### src/rtl/song_pkg.sv
// Shared definitions for the song sequencer: FSM state codes, special note
// codes and helpers that split a note code into its pitch fields.
package song_pkg;

    typedef logic [2:0] state_t;

    localparam state_t ST_IDLE   = 3'd0;
    localparam state_t ST_ADDR   = 3'd1;
    localparam state_t ST_LOAD   = 3'd2;
    localparam state_t ST_PLAY   = 3'd3;
    localparam state_t ST_PAUSED = 3'd4;

    localparam logic [7:0] NOTE_REST = 8'h00;
    localparam logic [7:0] NOTE_END  = 8'hFF;

    // Bits [5:0] of a note code hold octave*12 + semitone.
    function automatic logic [5:0] note_pitch(input logic [7:0] code);
        return code[5:0];
    endfunction

    function automatic logic [2:0] note_octave(input logic [7:0] code);
        logic [5:0] pitch;
        pitch = code[5:0];
        return 3'(pitch / 6'd12);
    endfunction

    function automatic logic [3:0] note_semitone(input logic [7:0] code);
        logic [5:0] pitch;
        pitch = code[5:0];
        return 4'(pitch % 6'd12);
    endfunction

endpackage

### src/rtl/step_timer.sv
// Loadable down-counter with a hold enable and zero flag; it saturates at zero.
// count_next exposes the value the counter takes at the next edge.
module step_timer #(
    parameter int CNT_W = 22
) (
    input  logic             clk,
    input  logic             rst_n,
    input  logic             load,
    input  logic [CNT_W-1:0] load_val,
    input  logic             en,
    output logic [CNT_W-1:0] count_next,
    output logic             zero
);

    logic [CNT_W-1:0] cnt_q;
    logic [CNT_W-1:0] cnt_d;

    always_comb begin
        cnt_d = cnt_q;
        if (load) begin
            cnt_d = load_val;
        end else if (en && (cnt_q != '0)) begin
            cnt_d = cnt_q - CNT_W'(1);
        end
    end

    always_ff @(posedge clk or negedge rst_n) begin
        if (!rst_n) begin
            cnt_q <= '0;
        end else begin
            cnt_q <= cnt_d;
        end
    end

    assign count_next = cnt_d;
    assign zero       = (cnt_q == '0);

endmodule

### src/rtl/song_sequencer.sv
// Playback controller: steps through the note ROM at a fixed tempo, latches
// each note code and gates the tone generator with an articulation gap.
module song_sequencer
    import song_pkg::*;
#(
    parameter int ADDR_W      = 8,
    parameter int MAX_ADDR    = 255,
    parameter int STEP_CYCLES = 4194304,
    parameter int GAP_CYCLES  = 262144
) (
    input  logic              clk,
    input  logic              rst_n,
    input  logic              play,
    input  logic              pause,
    input  logic              stop,
    input  logic              song_sel,
    output logic              rom_sel,
    output logic [ADDR_W-1:0] rom_addr,
    input  logic [7:0]        rom_data,
    output logic [7:0]        note_code,
    output logic              note_on,
    output logic              busy,
    output logic              done
);

    localparam int CNT_W = (STEP_CYCLES > 1) ? $clog2(STEP_CYCLES) : 1;
    // ADDR and LOAD consume two cycles of every step, so the counter covers the rest.
    localparam logic [CNT_W-1:0]  STEP_LOAD = CNT_W'(STEP_CYCLES - 3);
    localparam logic [CNT_W-1:0]  GAP_LEN   = CNT_W'(GAP_CYCLES);
    localparam logic [ADDR_W-1:0] LAST_ADDR = ADDR_W'(MAX_ADDR);

    state_t            state_q, state_d;
    logic [ADDR_W-1:0] rom_addr_q, rom_addr_d;
    logic              rom_sel_q, rom_sel_d;
    logic [7:0]        note_code_q, note_code_d;
    logic              note_on_q, note_on_d;
    logic              done_q, done_d;

    logic              tmr_load;
    logic              tmr_en;
    logic              tmr_zero;
    logic [CNT_W-1:0]  cnt_d;

    step_timer #(
        .CNT_W (CNT_W)
    ) u_step_timer (
        .clk        (clk),
        .rst_n      (rst_n),
        .load       (tmr_load),
        .load_val   (STEP_LOAD),
        .en         (tmr_en),
        .count_next (cnt_d),
        .zero       (tmr_zero)
    );

    always_comb begin
        state_d     = state_q;
        rom_addr_d  = rom_addr_q;
        rom_sel_d   = rom_sel_q;
        note_code_d = note_code_q;
        done_d      = 1'b0;
        tmr_load    = 1'b0;
        tmr_en      = 1'b0;

        if (stop) begin
            state_d     = ST_IDLE;
            note_code_d = NOTE_REST;
        end else begin
            case (state_q)
                ST_IDLE: begin
                    if (play && !pause) begin
                        rom_addr_d = '0;
                        rom_sel_d  = song_sel;
                        state_d    = ST_ADDR;
                    end
                end
                ST_ADDR: begin
                    state_d = ST_LOAD;
                end
                ST_LOAD: begin
                    if (rom_data == NOTE_END) begin
                        note_code_d = NOTE_REST;
                        done_d      = 1'b1;
                        state_d     = ST_IDLE;
                    end else begin
                        note_code_d = rom_data;
                        tmr_load    = 1'b1;
                        state_d     = pause ? ST_PAUSED : ST_PLAY;
                    end
                end
                // Releasing pause counts as a normal PLAY cycle so a pause of N cycles delays the step by exactly N.
                ST_PLAY, ST_PAUSED: begin
                    if (pause) begin
                        state_d = ST_PAUSED;
                    end else if (!tmr_zero) begin
                        tmr_en  = 1'b1;
                        state_d = ST_PLAY;
                    end else if (rom_addr_q == LAST_ADDR) begin
                        note_code_d = NOTE_REST;
                        done_d      = 1'b1;
                        state_d     = ST_IDLE;
                    end else begin
                        rom_addr_d = rom_addr_q + ADDR_W'(1);
                        state_d    = ST_ADDR;
                    end
                end
                default: begin
                    state_d = ST_IDLE;
                end
            endcase
        end

        note_on_d = (state_d == ST_PLAY) && (note_code_d != NOTE_REST) && (cnt_d >= GAP_LEN);
    end

    always_ff @(posedge clk or negedge rst_n) begin
        if (!rst_n) begin
            state_q     <= ST_IDLE;
            rom_addr_q  <= '0;
            rom_sel_q   <= 1'b0;
            note_code_q <= NOTE_REST;
            note_on_q   <= 1'b0;
            done_q      <= 1'b0;
        end else begin
            state_q     <= state_d;
            rom_addr_q  <= rom_addr_d;
            rom_sel_q   <= rom_sel_d;
            note_code_q <= note_code_d;
            note_on_q   <= note_on_d;
            done_q      <= done_d;
        end
    end

    assign rom_sel   = rom_sel_q;
    assign rom_addr  = rom_addr_q;
    assign note_code = note_code_q;
    assign note_on   = note_on_q;
    assign done      = done_q;
    assign busy      = (state_q != ST_IDLE);

endmodule

### config.mk
export PLATFORM = sky130hd
export DESIGN_NAME = song_sequencer
export DESIGN_NICKNAME = d
export VERILOG_FILES = /design/src/rtl/song_pkg.sv /design/src/rtl/step_timer.sv /design/src/rtl/song_sequencer.sv
export SDC_FILE = /design/constraint.sdc
export NUM_CORES = 1
export LEC_CHECK = 0
export BUFFER_PORTS_ARGS = -buffer_cell sky130_fd_sc_hd__buf_2
export CELL_PAD_IN_SITES_DETAIL_PLACEMENT = 1
export CELL_PAD_IN_SITES_GLOBAL_PLACEMENT = 2
export CORE_ASPECT_RATIO = 2
export CORE_MARGIN = 2
export CORE_UTILIZATION = 38
export CTS_BUF_LIST = sky130_fd_sc_hd__clkbuf_4 sky130_fd_sc_hd__clkbuf_8
export DETAILED_ROUTE_END_ITERATION = 8
export MAX_ROUTING_LAYER = met4
export PLACE_DENSITY_LB_ADDON = 0.12
export SETUP_SLACK_MARGIN = 0.4
export SLEW_MARGIN = 25
export SYNTH_ARGS = -nofsm -noshare
export SYNTH_HDL_FRONTEND = slang
export SYNTH_HIERARCHICAL = 1
export SYNTH_SLANG_ARGS = --single-unit
### constraint.sdc
create_clock -name clk -period 4.6 [get_ports clk]
set_input_delay 1.15 -clock clk [delete_from_list [all_inputs] [get_ports clk]]
set_output_delay 1.15 -clock clk [all_outputs]
set_load 0.01 [all_outputs]
==> impl_metrics.csv <==
group,metric,value,unit
status,outcome,"finished clean",
synthesis,yosys.area.top_type,"dfrtp_1",
critical_path,cp-start-kind,"register",
pwr,power_frac_seq,49.4,%
final_layout,area_growth,15.75,%
synthesis,synthFlopType,"dfrtp_1",
pwr,totalPowerFinal,1.288,mW
route,drtIter0Drc,44,
sta,relSlewSlack,60.23,%
sta,finalHoldViolCount,0,
placed_design,dp_hpwl,5390,um
synthesis,ys_top_cells_by_area,"dfrtp_1 41%, nand2_1 3.2%, a22o_1 2.9%",
clocking,clock-sinks,44,
floorplan,num_rows,43,
route,drc,0,
pwr,combPwrFrac,26.6,%
grt,grt_max_degree,45,
critical_path,arrival,3880,ps
sta,fin_skew,3.410,ps
clocking,path_clk_slew,90,ps
final_layout,register_area,1101,um2
synthesis,synthCells,272,
clocking,cts_resized,0,
job,max-cap-violations,0,
route,via_count,2332,
final_layout,layout-drive-gt1-share,22.70,%
grt,grt_overflow,0,
floorplan,start_util,38.88,%
synthesis,ys_seq_area_share,41.12,%
pwr,clockPowerShare,24.0,%
floorplan,die_h,122.7,um
grt,grt_antenna_before_repair,0,
synthesis,synth_top_cells_by_count,"44 x dfrtp_1, 23 x nand2_1, 17 x nor2_1",
route,drt_first_pass_iters,4,
sta,final-setup-viol-count,0,
placed_design,placedInstanceArea,2988,um2
sta,finalCritPeriodShare,79.69,%
route,totalWireLength,7363,um
final_layout,multi_input_area,1565,um2
pwr,swShare,36.17,%
synthesis,ys_warn_count,6,
pwr,power.switching,0.4656,mW
clocking,holdBufCountCts,0,
grt,grt_pass1_vias,2489,
clocking,clockBufferDepth,2,
sta,max_freq,0.2728,GHz
synthesis,ys_seq_elements,44,
sta,worst_pin_slew,596.6,ps
floorplan,chipWidth,63.36,um
critical_path,required,4810,ps
sta,period_minus_slack,3666,ps
critical_path,path_max_fanout,10,
worst_hold_path,worst_hold_path_type,"register to register",
synthesis,synth_edf_count,0,
placed_design,io_buffers,33,
route,final_antenna_net_count,0,
placed_design,gp_congestion,0.7821,
pwr,irDropWorstVdd,0.2019,mV
synthesis,synthArstFlopShare,100.0,%
pwr,cellPowerDensity,415.4,nW/um2
synthesis,synth_cell_types,65,
floorplan,io_pins,34,
sta,rsz0062_at_grt,"no",
synthesis,synthDominantCellAreaShare,41.12,%
final_layout,nets,341,
pwr,p_leak,1.298,nW
synthesis,synth.avg_cell_area,9.844,um2
synthesis,synthesis.area,2678,um2
floorplan,core_area,6887,um2
final_layout,fillers,874,
route,vias_per_cell,5.606,
pwr,internal-power,0.8219,mW
clocking,post_cts_buffers,0,
critical_path,end_kind,"register",
sta,slew_viol_final,0,
floorplan,die_area,7774,um2
grt,grt.total_usage,21.27,%
final_layout,design_area,3099,um2
route,wire_per_inst,17.70,um
clocking,cts_buffers,5,
synthesis,synth.most_common_cell,"dfrtp_1",
clocking,cts_tree,"built",
clocking,cts_htree_levels,2,
clocking,clk_latency,310,ps
clocking,clock-root-buffer,"clkbuf_8",
sta,timing.setup.tns,0,ps
critical_path,path_class,"register to register",
final_layout,diodes,0,
grt,grt_first_pass_wirelength,12470,um
==> layout by cell type (no fill, tap or decap), drive strengths merged, types with 3 or more instances in the layout <==
| cell | n |
|---|---|
| dfrtp | 44 |
| buf | 35 |
| nand2 | 23 |
| conb | 22 |
| nor2 | 17 |
| o21ai | 16 |
| a21oi | 12 |
| nor4 | 12 |
| a31oi | 11 |
| a22o | 9 |
| nor3 | 8 |
| or3 | 8 |
| mux2 | 7 |
| xnor2 | 7 |
| inv | 6 |
| nand3 | 6 |
| clkbuf | 6 |
| and3 | 5 |
| xor2 | 5 |
| o31ai | 5 |
| and2 | 5 |
| or4 | 5 |
| a211oi | 4 |
| nand4 | 4 |
| and4 | 4 |
| nor4b | 4 |
| nand2b | 3 |
| nor3b | 3 |
| or3b | 3 |
==> routing by layer <==
metal	vias up	global-route usage, %	wire length, um
li1	1118	-	-
met1	1170	20.26	2729
met2	34	42.43	4350
met3	10	2.566	128
met4	0	7.609	154
met5	-	-	0
==> power groups by stage <==
stage	Clock, mW	Sequential, mW	Combinational, mW
finish	0.309	0.636	0.343
global route	0.333	0.655	0.391
CTS	0.322	0.636	0.346
detailed placement	0	0.640	0.345
global placement	0	0.640	0.334
floorplan	0	0.597	0.273
==> through the flow <==
stage | utilization (%) | hold slack (ps) | setup WS, ps | std cells
finish | 45.00 | 513.1 | 934.4 | 416
global route | 45.00 | 550.6 | 555.8 | 416
CTS | 45.00 | 520.1 | 898.1 | 416
detailed placement | 43.39 | 499.1 | 701.7 | 408
global placement | 43.35 | 482.8 | 754.9 | 408
floorplan | - | 532.7 | 1306 | 292
==> registers in the layout (all words and copies together), names as in the netlist <==
signal,cells
state_q,3
rom_sel,1
rom_addr,8
note_on,1
done,1
note_code,8
u_step_timer/cnt_q,22
==> cells by family after synthesis <==
kind of cell               count (synthesis)  synth area share, %
and+or+nand+nor                          115                27.06
AOI/OAI and AO/OA                         72                19.77
DFF                                       44                41.12
buffers and inverters                     16                3.224
xor gates and xnor gates                  12                3.925
muxes                                      9                3.692
adders and majority gates                  2               0.9344
other                                      2               0.2805
==> worst max-delay path: stages (launching register included) <==
cell       delay, ps
dfrtp_1          380
inv_1             60
ha_1             200
nor3b_2          190
and4_4           220
and2_2           280
inv_1             80
and3_1           350
inv_1            170
or3_1            320
a2111oi_0        450
xnor2_1          110
o21ai_0          200
nor4_1            70
or3_1            310
nor4_1           160
==> cell type report <==
cell class,instances,area share [%]
Timing Repair Buffer,35,5.894
Sequential cell,44,35.53
Clock buffer,6,2.463
Clock inverter,2,1.130
Multi-Input combinational cell,232,50.50
Inverter,7,0.8478
Tap cell,90,3.633
==> worst paths after layout <==
path | startpoint | end | slack, ps | cells after the start
max | u_step_timer/cnt_q[0] | note_on | 930 | 15
min | rom_sel | rom_sel | 510 | 1
max reg2reg | u_step_timer/cnt_q[0] | note_on | 930 | 15
min reg2reg | rom_sel | rom_sel | 510 | 1
max in group asynchronous | rst_n | u_step_timer/cnt_q[13] | 3350 | 1
min in group asynchronous | rst_n | u_step_timer/cnt_q[7] | 830 | 1
No activity file was read; power rests on OpenSTA's default activity.
